## config.mk

```make
export PLATFORM = sky130hd
export DESIGN_NAME = dbus_sram_ctrl
export DESIGN_NICKNAME = d
export VERILOG_FILES = /design/src/rtl/dbus_sram_pkg.sv /design/src/rtl/sram_phase_timer.sv /design/src/rtl/dbus_sram_ctrl.sv
export SDC_FILE = /design/constraint.sdc
export NUM_CORES = 1
export LEC_CHECK = 0
export ABC_AREA = 0
export ABC_CLOCK_PERIOD_IN_PS = 3300
export CAP_MARGIN = 5
export CORE_UTILIZATION = 49
export DETAILED_ROUTE_END_ITERATION = 12
export PLACE_DENSITY = 0.95
export SYNTH_ARGS = -nofsm -noshare
export SYNTH_HDL_FRONTEND = slang
export SYNTH_SLANG_ARGS = --single-unit
```

## constraint.sdc

```tcl
create_clock -name clk -period 3.3 [get_ports clk]
set_clock_uncertainty 0.2 [all_clocks]
set_input_delay 0.825 -clock clk [delete_from_list [all_inputs] [get_ports clk]]
set_output_delay 0.825 -clock clk [all_outputs]
set_load 0.01 [all_outputs]
```

## src/rtl/dbus_sram_pkg.sv

```systemverilog
// -----------------------------------------------------------------------------
// dbus_sram_pkg
// Shared types and constants for the data-bus SRAM controller.
//   - sram_state_t : controller FSM states (IDLE / LO / HI / ACK)
//   - HALF_LO/HI   : halfword select values, also the SRAM address LSB
//   - avalon_req_t : requester -> responder bundle (read, write, address,
//                    writedata, byte_enable)
//   - avalon_resp_t: responder -> requester bundle (readdata, waitrequest)
//   - select_lanes : picks the two byte enables belonging to one halfword
// -----------------------------------------------------------------------------
package dbus_sram_pkg;

    typedef enum logic [1:0] {
        IDLE = 2'd0,
        LO   = 2'd1,
        HI   = 2'd2,
        ACK  = 2'd3
    } sram_state_t;

    localparam logic HALF_LO = 1'b0;
    localparam logic HALF_HI = 1'b1;

    typedef struct packed {
        logic        read;
        logic        write;
        logic [31:0] address;
        logic [31:0] writedata;
        logic [3:0]  byte_enable;
    } avalon_req_t;

    typedef struct packed {
        logic [31:0] readdata;
        logic        waitrequest;
    } avalon_resp_t;

    // Byte enables of the selected halfword: {upper lane, lower lane}.
    function automatic logic [1:0] select_lanes(input logic [3:0] be, input logic half);
        return (half == HALF_HI) ? be[3:2] : be[1:0];
    endfunction

endpackage

```

## src/rtl/sram_phase_timer.sv

```systemverilog
// -----------------------------------------------------------------------------
// sram_phase_timer
// Loadable down-counter that times one SRAM halfword phase.
//   clk, rst    : clock and synchronous active-high reset
//   load        : load load_value on this edge (phase entry)
//   load_value  : cycles remaining minus one for the phase being entered
//   count       : current remaining count; 0 marks the last phase cycle
//   phase_done  : high while count is 0 (last cycle of the phase)
// The counter parks at zero, so phase_done is also high while idle; the
// controller only looks at it inside a phase.
// -----------------------------------------------------------------------------
module sram_phase_timer #(
    parameter int CW = 2
) (
    input  logic          clk,
    input  logic          rst,
    input  logic          load,
    input  logic [CW-1:0] load_value,
    output logic [CW-1:0] count,
    output logic          phase_done
);

    logic [CW-1:0] count_reg;

    always_ff @(posedge clk) begin
        if (rst) begin
            count_reg <= '0;
        end else if (load) begin
            count_reg <= load_value;
        end else if (count_reg != '0) begin
            count_reg <= count_reg - 1'b1;
        end
    end

    assign count      = count_reg;
    assign phase_done = (count_reg == '0);

endmodule

```

## src/rtl/dbus_sram_ctrl.sv

```systemverilog
// -----------------------------------------------------------------------------
// dbus_sram_ctrl
// Avalon-MM responder for the core data bus driving an asynchronous 16-bit
// SRAM. Each 32-bit word moves as two halfword accesses, low half first.
//
// Ports:
//   clk, rst          : clock, synchronous active-high reset
//   dbus_avalon_req   : read/write/address/writedata/byte_enable
//   dbus_avalon_resp  : readdata (registered), waitrequest (combinational)
//   sram_addr         : halfword address {word index, half}
//   sram_dq_out       : write data for the DQ pad
//   sram_dq_oe        : DQ pad drive enable
//   sram_dq_in        : read data from the DQ pad
//   sram_ce_n/oe_n/we_n/lb_n/ub_n : active-low SRAM strobes
//
// Parameters:
//   SRAM_AW       : halfword address width; byte address [SRAM_AW:2] is the
//                   word index, higher address bits alias
//   ACCESS_CYCLES : cycles per read phase; write phases add one hold cycle
//
// Optional feature: define DBUS_SRAM_READ_BUF_EN for a one-entry read buffer
// (valid + word tag) that lets a repeated read skip the SRAM entirely.
//
// All SRAM pins are decoded from registered state only, so they are glitch
// free with respect to the request inputs.
// -----------------------------------------------------------------------------
module dbus_sram_ctrl
    import dbus_sram_pkg::*;
#(
    parameter int SRAM_AW       = 18,
    parameter int ACCESS_CYCLES = 2
) (
    input  logic               clk,
    input  logic               rst,
    input  avalon_req_t        dbus_avalon_req,
    output avalon_resp_t       dbus_avalon_resp,
    output logic [SRAM_AW-1:0] sram_addr,
    output logic [15:0]        sram_dq_out,
    output logic               sram_dq_oe,
    input  logic [15:0]        sram_dq_in,
    output logic               sram_ce_n,
    output logic               sram_oe_n,
    output logic               sram_we_n,
    output logic               sram_lb_n,
    output logic               sram_ub_n
);

    // Counter must hold ACCESS_CYCLES (write phase load value).
    localparam int CW = (ACCESS_CYCLES > 1) ? $clog2(ACCESS_CYCLES + 1) : 1;
    localparam logic [CW-1:0] RD_LOAD = CW'(ACCESS_CYCLES - 1);
    localparam logic [CW-1:0] WR_LOAD = CW'(ACCESS_CYCLES);

    sram_state_t        state_reg;
    logic               is_write_reg;
    logic [SRAM_AW-2:0] addr_reg;
    logic [31:0]        wdata_reg;
    logic [3:0]         be_reg;
    logic [15:0]        stage_lo_reg;
    logic [15:0]        stage_hi_reg;
    logic [31:0]        readdata_reg;

    logic [SRAM_AW-2:0] req_word;
    logic               buffer_hit;
    logic               timer_load;
    logic [CW-1:0]      timer_load_value;
    logic [CW-1:0]      timer_count;
    logic               phase_done;
    logic               in_phase;
    logic               half;
    logic [1:0]         lanes;

    assign req_word = dbus_avalon_req.address[SRAM_AW:2];

    // Byte-offset bits and aliased upper address bits carry no information.
    logic unused_addr_bits;
    assign unused_addr_bits = ^{dbus_avalon_req.address[1:0],
                                dbus_avalon_req.address[31:SRAM_AW+1]};

`ifdef DBUS_SRAM_READ_BUF_EN
    logic               buf_valid_reg;
    logic [SRAM_AW-2:0] buf_tag_reg;
    assign buffer_hit = buf_valid_reg && (req_word == buf_tag_reg);
`else
    assign buffer_hit = 1'b0;
`endif

    // ------------------------------------------------------------------
    // Phase timer load: issued on the edge that enters LO or HI.
    // ------------------------------------------------------------------
    always_comb begin
        timer_load       = 1'b0;
        timer_load_value = RD_LOAD;
        case (state_reg)
            IDLE: begin
                if (dbus_avalon_req.write) begin
                    timer_load       = (dbus_avalon_req.byte_enable != 4'b0000);
                    timer_load_value = WR_LOAD;
                end else if (dbus_avalon_req.read && !buffer_hit) begin
                    timer_load       = 1'b1;
                    timer_load_value = RD_LOAD;
                end
            end
            LO: begin
                if (phase_done && !(is_write_reg && (be_reg[3:2] == 2'b00))) begin
                    timer_load       = 1'b1;
                    timer_load_value = is_write_reg ? WR_LOAD : RD_LOAD;
                end
            end
            default: begin
                timer_load = 1'b0;
            end
        endcase
    end

    sram_phase_timer #(
        .CW(CW)
    ) u_timer (
        .clk        (clk),
        .rst        (rst),
        .load       (timer_load),
        .load_value (timer_load_value),
        .count      (timer_count),
        .phase_done (phase_done)
    );

    // ------------------------------------------------------------------
    // Controller FSM
    // ------------------------------------------------------------------
    always_ff @(posedge clk) begin
        if (rst) begin
            state_reg     <= IDLE;
            is_write_reg  <= 1'b0;
            addr_reg      <= '0;
            wdata_reg     <= '0;
            be_reg        <= '0;
            stage_lo_reg  <= '0;
            stage_hi_reg  <= '0;
            readdata_reg  <= '0;
`ifdef DBUS_SRAM_READ_BUF_EN
            buf_valid_reg <= 1'b0;
            buf_tag_reg   <= '0;
`endif
        end else begin
            case (state_reg)
                IDLE: begin
                    // Write wins when read and write are both asserted.
                    if (dbus_avalon_req.write) begin
                        addr_reg     <= req_word;
                        wdata_reg    <= dbus_avalon_req.writedata;
                        be_reg       <= dbus_avalon_req.byte_enable;
                        is_write_reg <= 1'b1;
`ifdef DBUS_SRAM_READ_BUF_EN
                        buf_valid_reg <= 1'b0;
`endif
                        if (dbus_avalon_req.byte_enable[1:0] != 2'b00) begin
                            state_reg <= LO;
                        end else if (dbus_avalon_req.byte_enable[3:2] != 2'b00) begin
                            state_reg <= HI;
                        end else begin
                            state_reg <= ACK;
                        end
                    end else if (dbus_avalon_req.read) begin
                        addr_reg     <= req_word;
                        is_write_reg <= 1'b0;
                        // On a hit the staging halves already hold the
                        // tagged word, so the ACK commit is a no-op.
                        state_reg    <= buffer_hit ? ACK : LO;
                    end
                end
                LO: begin
                    if (phase_done) begin
                        if (!is_write_reg) begin
                            stage_lo_reg <= sram_dq_in;
                        end
                        if (is_write_reg && (be_reg[3:2] == 2'b00)) begin
                            state_reg <= ACK;
                        end else begin
                            state_reg <= HI;
                        end
                    end
                end
                HI: begin
                    if (phase_done) begin
                        if (!is_write_reg) begin
                            stage_hi_reg <= sram_dq_in;
                        end
                        state_reg <= ACK;
                    end
                end
                ACK: begin
                    if (!is_write_reg) begin
                        readdata_reg <= {stage_hi_reg, stage_lo_reg};
`ifdef DBUS_SRAM_READ_BUF_EN
                        buf_tag_reg   <= addr_reg;
                        buf_valid_reg <= 1'b1;
`endif
                    end
                    state_reg <= IDLE;
                end
                default: begin
                    state_reg <= IDLE;
                end
            endcase
        end
    end

    // ------------------------------------------------------------------
    // SRAM pin decode (registered state only)
    // ------------------------------------------------------------------
    assign in_phase = (state_reg == LO) || (state_reg == HI);
    assign half     = (state_reg == HI) ? HALF_HI : HALF_LO;
    assign lanes    = select_lanes(be_reg, half);

    always_comb begin
        sram_addr   = {addr_reg, half};
        sram_dq_out = (half == HALF_HI) ? wdata_reg[31:16] : wdata_reg[15:0];
        sram_ce_n   = !in_phase;
        sram_oe_n   = !(in_phase && !is_write_reg);
        sram_dq_oe  = in_phase && is_write_reg;
        // The final write cycle (count 0) holds data with we_n released.
        sram_we_n   = !(in_phase && is_write_reg && (timer_count != '0));
        sram_lb_n   = 1'b1;
        sram_ub_n   = 1'b1;
        if (in_phase) begin
            if (is_write_reg) begin
                sram_lb_n = !lanes[0];
                sram_ub_n = !lanes[1];
            end else begin
                sram_lb_n = 1'b0;
                sram_ub_n = 1'b0;
            end
        end
    end

    assign dbus_avalon_resp = '{
        readdata:    readdata_reg,
        waitrequest: (dbus_avalon_req.read || dbus_avalon_req.write) && (state_reg != ACK)
    };

endmodule

```

# After elaboration in Yosys (flattened, before gate mapping)
# Cells that the tools add are included.
totals:
  regBits: 122
  input_bits: 88
  out_inout_bits: 73
op_classes:
  addsub: 1
  eq_ne: 7
  muxes: 29
  bitwise: 1
  n_reduce_logical: 30
op_table:
  columns: ["cell", "count"]
  rows:
  - ["$mux W17", 2]
  - ["$mux W2", 11]
  - ["$mux W16", 1]
  - ["$mux W1", 12]
  - ["$reduce_bool A2 Y1", 5]
  - ["$reduce_and A3 Y1", 3]
  - ["$pmux W2 S4", 1]
  - ["$logic_not A1 Y1", 7]
  - ["$logic_and A1 B1 Y1", 6]
  - ["$logic_not A2 Y1", 3]
  - ["$ne A2 B2 Y1 const B", 3]
  - ["$reduce_and A2 Y1", 3]
  - ["$eq A2 B2 Y1 const B", 2]
  - ["$pmux W2 S2", 1]
  - ["$reduce_bool A4 Y1", 1]
  - ["$ne A3 B3 Y1 const B", 1]
  - ["$eq A2 B1 Y1 const B", 1]
  - ["$logic_or A1 B1 Y1", 2]
  - ["$pmux W1 S2", 1]
  - ["$sub A2 B1 Y2 const B", 1]
  - ["$not A1 Y1", 1]

# Longest topological paths before layout
logic_depth:
  ltp_word: 7
  mapped_depth: 9

# Modules after synthesis
# From an unflattened synthesis, not the netlist that was laid out.
unflattened:
  hier_cells: 597
  hier_area_um2: 4991.0
modules_own_cells:
  columns: ["mod", "n_inst", "cells_each", "area_each_um2"]
  rows:
  - ["dbus_sram_ctrl", 1, 585, 4869.7]
  - ["sram_phase_timer", 1, 12, 121.4]

# Least setup slack after synthesis
# No wires, ideal clock.
synth_path:
  kind: "reg2out"
  startpoint: "reg state_reg[0]"
  endpoint: "out sram_dq_out[10]"
  arrival_time_ns: 1.378
  setup_slack_ns: 0.897
  stages_incl_launch_ff: 6
  path_cell_list: "dfxtp_1 inv_1 ha_1 buf_4 buf_2 mux2_2"
synth_between:
  elab_chain_cells: 3
synth_rtl:
  columns: ["element", "line_no", "text"]
  rows:
  - ["start: declaration", "dbus_sram_ctrl.sv:53", "sram_state_t state_reg;"]
  - ["start signal: assignment", "dbus_sram_ctrl.sv:167", "state_reg <= buffer_hit ? ACK : LO;"]
  - ["$eq A2 B2 Y1", "dbus_sram_ctrl.sv:211", "assign half = (state_reg == HI) ? HALF_HI : HALF_LO;"]
  - ["$mux W1", "dbus_sram_ctrl.sv:211", null]
  - ["named net half", "dbus_sram_ctrl.sv:69", "logic half;"]
  - ["$mux W16", "dbus_sram_ctrl.sv:216", "sram_dq_out = (half == HALF_HI) ? wdata_reg[31:16] : wdata_reg[15:0];"]
  - ["end: declaration", "dbus_sram_ctrl.sv:38", "output logic [15:0] sram_dq_out,"]
# The timed path passes the listed nets, and every way through them passes these cells.

# Worst setup path after layout
layout_path:
  startpoint: "reg state_reg[0]"
  endpoint: "out sram_dq_out[0]"
layout_between:
  elab_chain_cells: 3
layout_rtl:
  columns: ["element", "line_no"]
  rows:
  - ["$eq A2 B2 Y1", "dbus_sram_ctrl.sv:211"]
  - ["$mux W1", "dbus_sram_ctrl.sv:211"]
  - ["$mux W16", "dbus_sram_ctrl.sv:216"]
# Every way passes these cells.

==> metrics.md <==
| Metric | Value |
|---|---|
| Area Overhead vs Synth | 41.8% |
| Synth cell types | 37 |
| Tot Pwr | about 5.4 mW |
| GPL Wtd Cong | 0.829 |
| Number of global-route vias before repair | 4,348 |
| Worst-Skew Late Latency | between 0.5 and 0.6 ns |
| PortBufs | 145 |
| WP data required | around 2.3 ns |
| Outcome | finished clean |
| Average size of a mapped cell | 8.22 um^2 |
| Row count | 36 |
| Dpl ws | approximately 0.27 ns |
| Critical path class | reg -> out |
| Num CTS Buffers | 17 |
| Drt drc | 0 |
| Tcrit/Tclk final | between 90% and 100% |
| CP arrival | between 2 and 2.5 ns |
| # hold bufs at CTS | 0 |
| Core ar. | 9730 um^2 |
| Layout fillers | 713 |
| N_diodes | 0 |
| First-pass GRT wire length | a little under 20,000 um |
| Post-CTS setup repair buffer count | 0 |
| Reg2reg setup slack | around 1.3 ns |
| Start point of the worst hold path | stage_hi_reg[2]$_SDFFE_PP0P_ |
| Total GRT Usage | approximately 24% |
| Fin. max-slew vios | 0 |
| CTS H-Tree Depth | 4 |
| Post-synthesis sequential area ratio | roughly half |
| Setup TNS | 0 ns |
| Final core occ | 71.4% |
| Pin count of the biggest net entering global routing | between 70 and 80 |
| Vias | around 4.4k |
| CTS Buffer Depth | 2 |
| DIE AREA | between 10,000 and 15,000 um^2 |
| Type of the most critical hold path | reg -> reg |
| Drt first pass iters | 4 |
| Clock Tree Root | clkbuf_8 |
| Final WS setup | between 0.07 and 0.08 ns |
| Peak VDD IR | approximately 540 uV |
| Initial antenna violation count | 0 |
| Mapped Cells | 596 |
| Max Cap Viol | 0 |
| YS warnings | 0 |
| Slew HR | 60.0% |
| Final setup vio count | 0 |
| Fmax | around 0.31 GHz |
| Critical path origin | state_reg[0]$_SDFFE_PP0P_ |
| Final #Nets | 820 |
| WL/cell | around 14 um |
| Min Clock Period, post-route | between 3 and 4 ns |
| Worst R2R Start | u_timer.count[0]$_SDFFE_PP0P_ |
| Netlist Area Pre-Place | between 4000 and 5000 um^2 |
| Initial Utilization | between 50% and 60% |
| Reg clk slew, reported paths | 0.06 ns |
| PwrDens | roughly 770 nW/um^2 |
| Clock tree sinks | 122 |
| Crit end category | primary output |
| Syn_nets | 689 |
| Antenna viol nets, final | 0 |
| CP Max Fanout | 11 |
| Io pins | approximately 160 |
| Placement Cell Area | approximately 6300 um^2 |
| #FFs+latches synth | around 120 |
| Least-Margin Pin Slew | about 0.6 ns |
| HPWL Detailed | ~8000 um |
| Share of layout cells above drive strength 1 | about 14% |
| DRT iter0 DRCs | 128 |
| Die W | between 100 and 150 um |
| Final Hold Fails | 0 |
| RSZ-0062 raised after global routing | no |
| Overflow after GRT | 0 |
| Lkg Pwr | between 2 and 2.5 nW |
| Via density | 5.04 |
| Die Y | between 100 and 150 um |
| Design area | 6950 um^2 |
| Total wire length | approximately 12,000 um |
| Startpoint Class | register |
| CTS tree | yes |
-- placed cells by master (no fill, tap or decap), drive strengths merged --
| cell | count |
|---|---|
| nand2b | 4 |
| a22o | 1 |
| a41oi | 1 |
| clkinv | 7 |
| o22ai | 1 |
| nand3 | 2 |
| dfxtp | 122 |
| mux2i | 2 |
| a21oi | 122 |
| nor2 | 10 |
| ha | 5 |
| bufbuf | 1 |
| xnor2 | 1 |
| nand2 | 244 |
| and2 | 4 |
| clkdlybuf4s50 | 143 |
| mux2 | 16 |
| a311oi | 2 |
| inv | 6 |
| nor2b | 3 |
| a31o | 2 |
| clkinvlp | 4 |
| a211o | 1 |
| a211oi | 1 |
| or3b | 1 |
| clkbuf | 18 |
| buf | 11 |
| bufinv | 2 |
| dlymetal6s2s | 1 |
| o21ai | 2 |
-- critical path: stages, from the launching register on --
cell and delay (ns):
dfxtp_2 0.34, inv_2 0.09, ha_4 0.16, bufbuf_16 0.28, mux2_2 0.34, clkdlybuf4s50_1 0.47
-- worst paths after layout --
path	cells after the start	end
setup / recovery	5	sram_dq_out[0]
hold / removal	2	readdata_reg[18]$_SDFFE_PP0P_
setup reg to reg	6	stage_lo_reg[12]$_SDFFE_PP0P_
hold reg to reg	2	readdata_reg[18]$_SDFFE_PP0P_
-- logic make-up (layout without fill, tap and decap cells) --
kind of cell             after synthesis  in the layout  synth area share (%)
AO/OA/AOI/OAI                        133            133                  16.0
XOR/XNOR                               1              1                 0.179
adder cells (fa/ha/maj)                5              5                  1.28
buffers and inverters                 49            193                  6.41
flip-flops                           122            122                  49.9
multiplexers                          18             18                  4.09
AND/OR/NAND/NOR                      268            268                  22.2
-- stage by stage --
step	instances	hold WS, ns
global placement	840	0.239
CTS	873	0.250
floorplan	596	0.232
finish	873	0.246
detailed placement	840	0.245
global route	873	0.267
-- timing repair --
action / CTS / global route
endpoints found under the setup margin: 18 / 9
cloned: 1 / 0
resized for setup: 6 / 3
pin swaps: 0 / 0
-- Yosys cell counts --
cell type,n,area [um^2]
or3b_1,1,8.76
a22o_1,1,8.76
o21ai_0,1,5.00
a211oi_1,1,7.51
nor2b_4,1,13.8
ha_1,5,62.6
nor2b_1,2,12.5
nand2_1,235,882
nor2_1,10,37.5
nand2b_4,1,13.8
a211o_1,1,8.76
nand3_2,1,10.0
clkbuf_1,11,41.3
inv_1,5,18.8
buf_2,15,75.1
mux2_2,16,180
nand2_2,9,56.3
a311oi_1,2,17.5
dfxtp_1,122,2440
buf_1,2,7.51
and2_1,2,12.5
a41oi_1,1,8.76
a31o_1,1,8.76
a21oi_1,102,510
a21oi_2,20,175
mux2i_1,2,20.0
xnor2_1,1,8.76
nand2b_1,3,18.8
buf_6,3,33.8
nand3_1,1,5.00
a31o_2,1,8.76
buf_4,9,67.6
buf_12,2,40.0
buf_8,2,30.0
and2_4,2,17.5
o21ai_4,1,16.3
o22ai_1,1,6.26
-- layer usage --
metal  vias up  routed length [um]  GRT usage, %
met3        24                 767          9.03
met4         0                 196          9.67
met1      2036                5080          25.8
met5         -                   0             0
li1       2195                   -             -
met2       146                6230          44.0
-- final cells by class --
type | instances | area [um^2] | area share (%)
Clock buffer | 18 | 428 | 6.16
Tap cell | 133 | 166 | 2.40
Timing Repair Buffer | 156 | 1580 | 22.8
Multi-Input combinational cell | 425 | 2160 | 31.0
Clock inverter | 14 | 149 | 2.14
Inverter | 5 | 18.8 | 0.270
Sequential cell | 122 | 2440 | 35.2
-- where the power goes --
part           internal (mW)  leakage [nW]  switching (mW)  total, mW
clock                   1.09         0.273           0.676       1.77
combinational          0.815          1.22           0.938       1.75
sequential              1.70         0.994           0.137       1.84
Power figures use the tool's default switching activity.
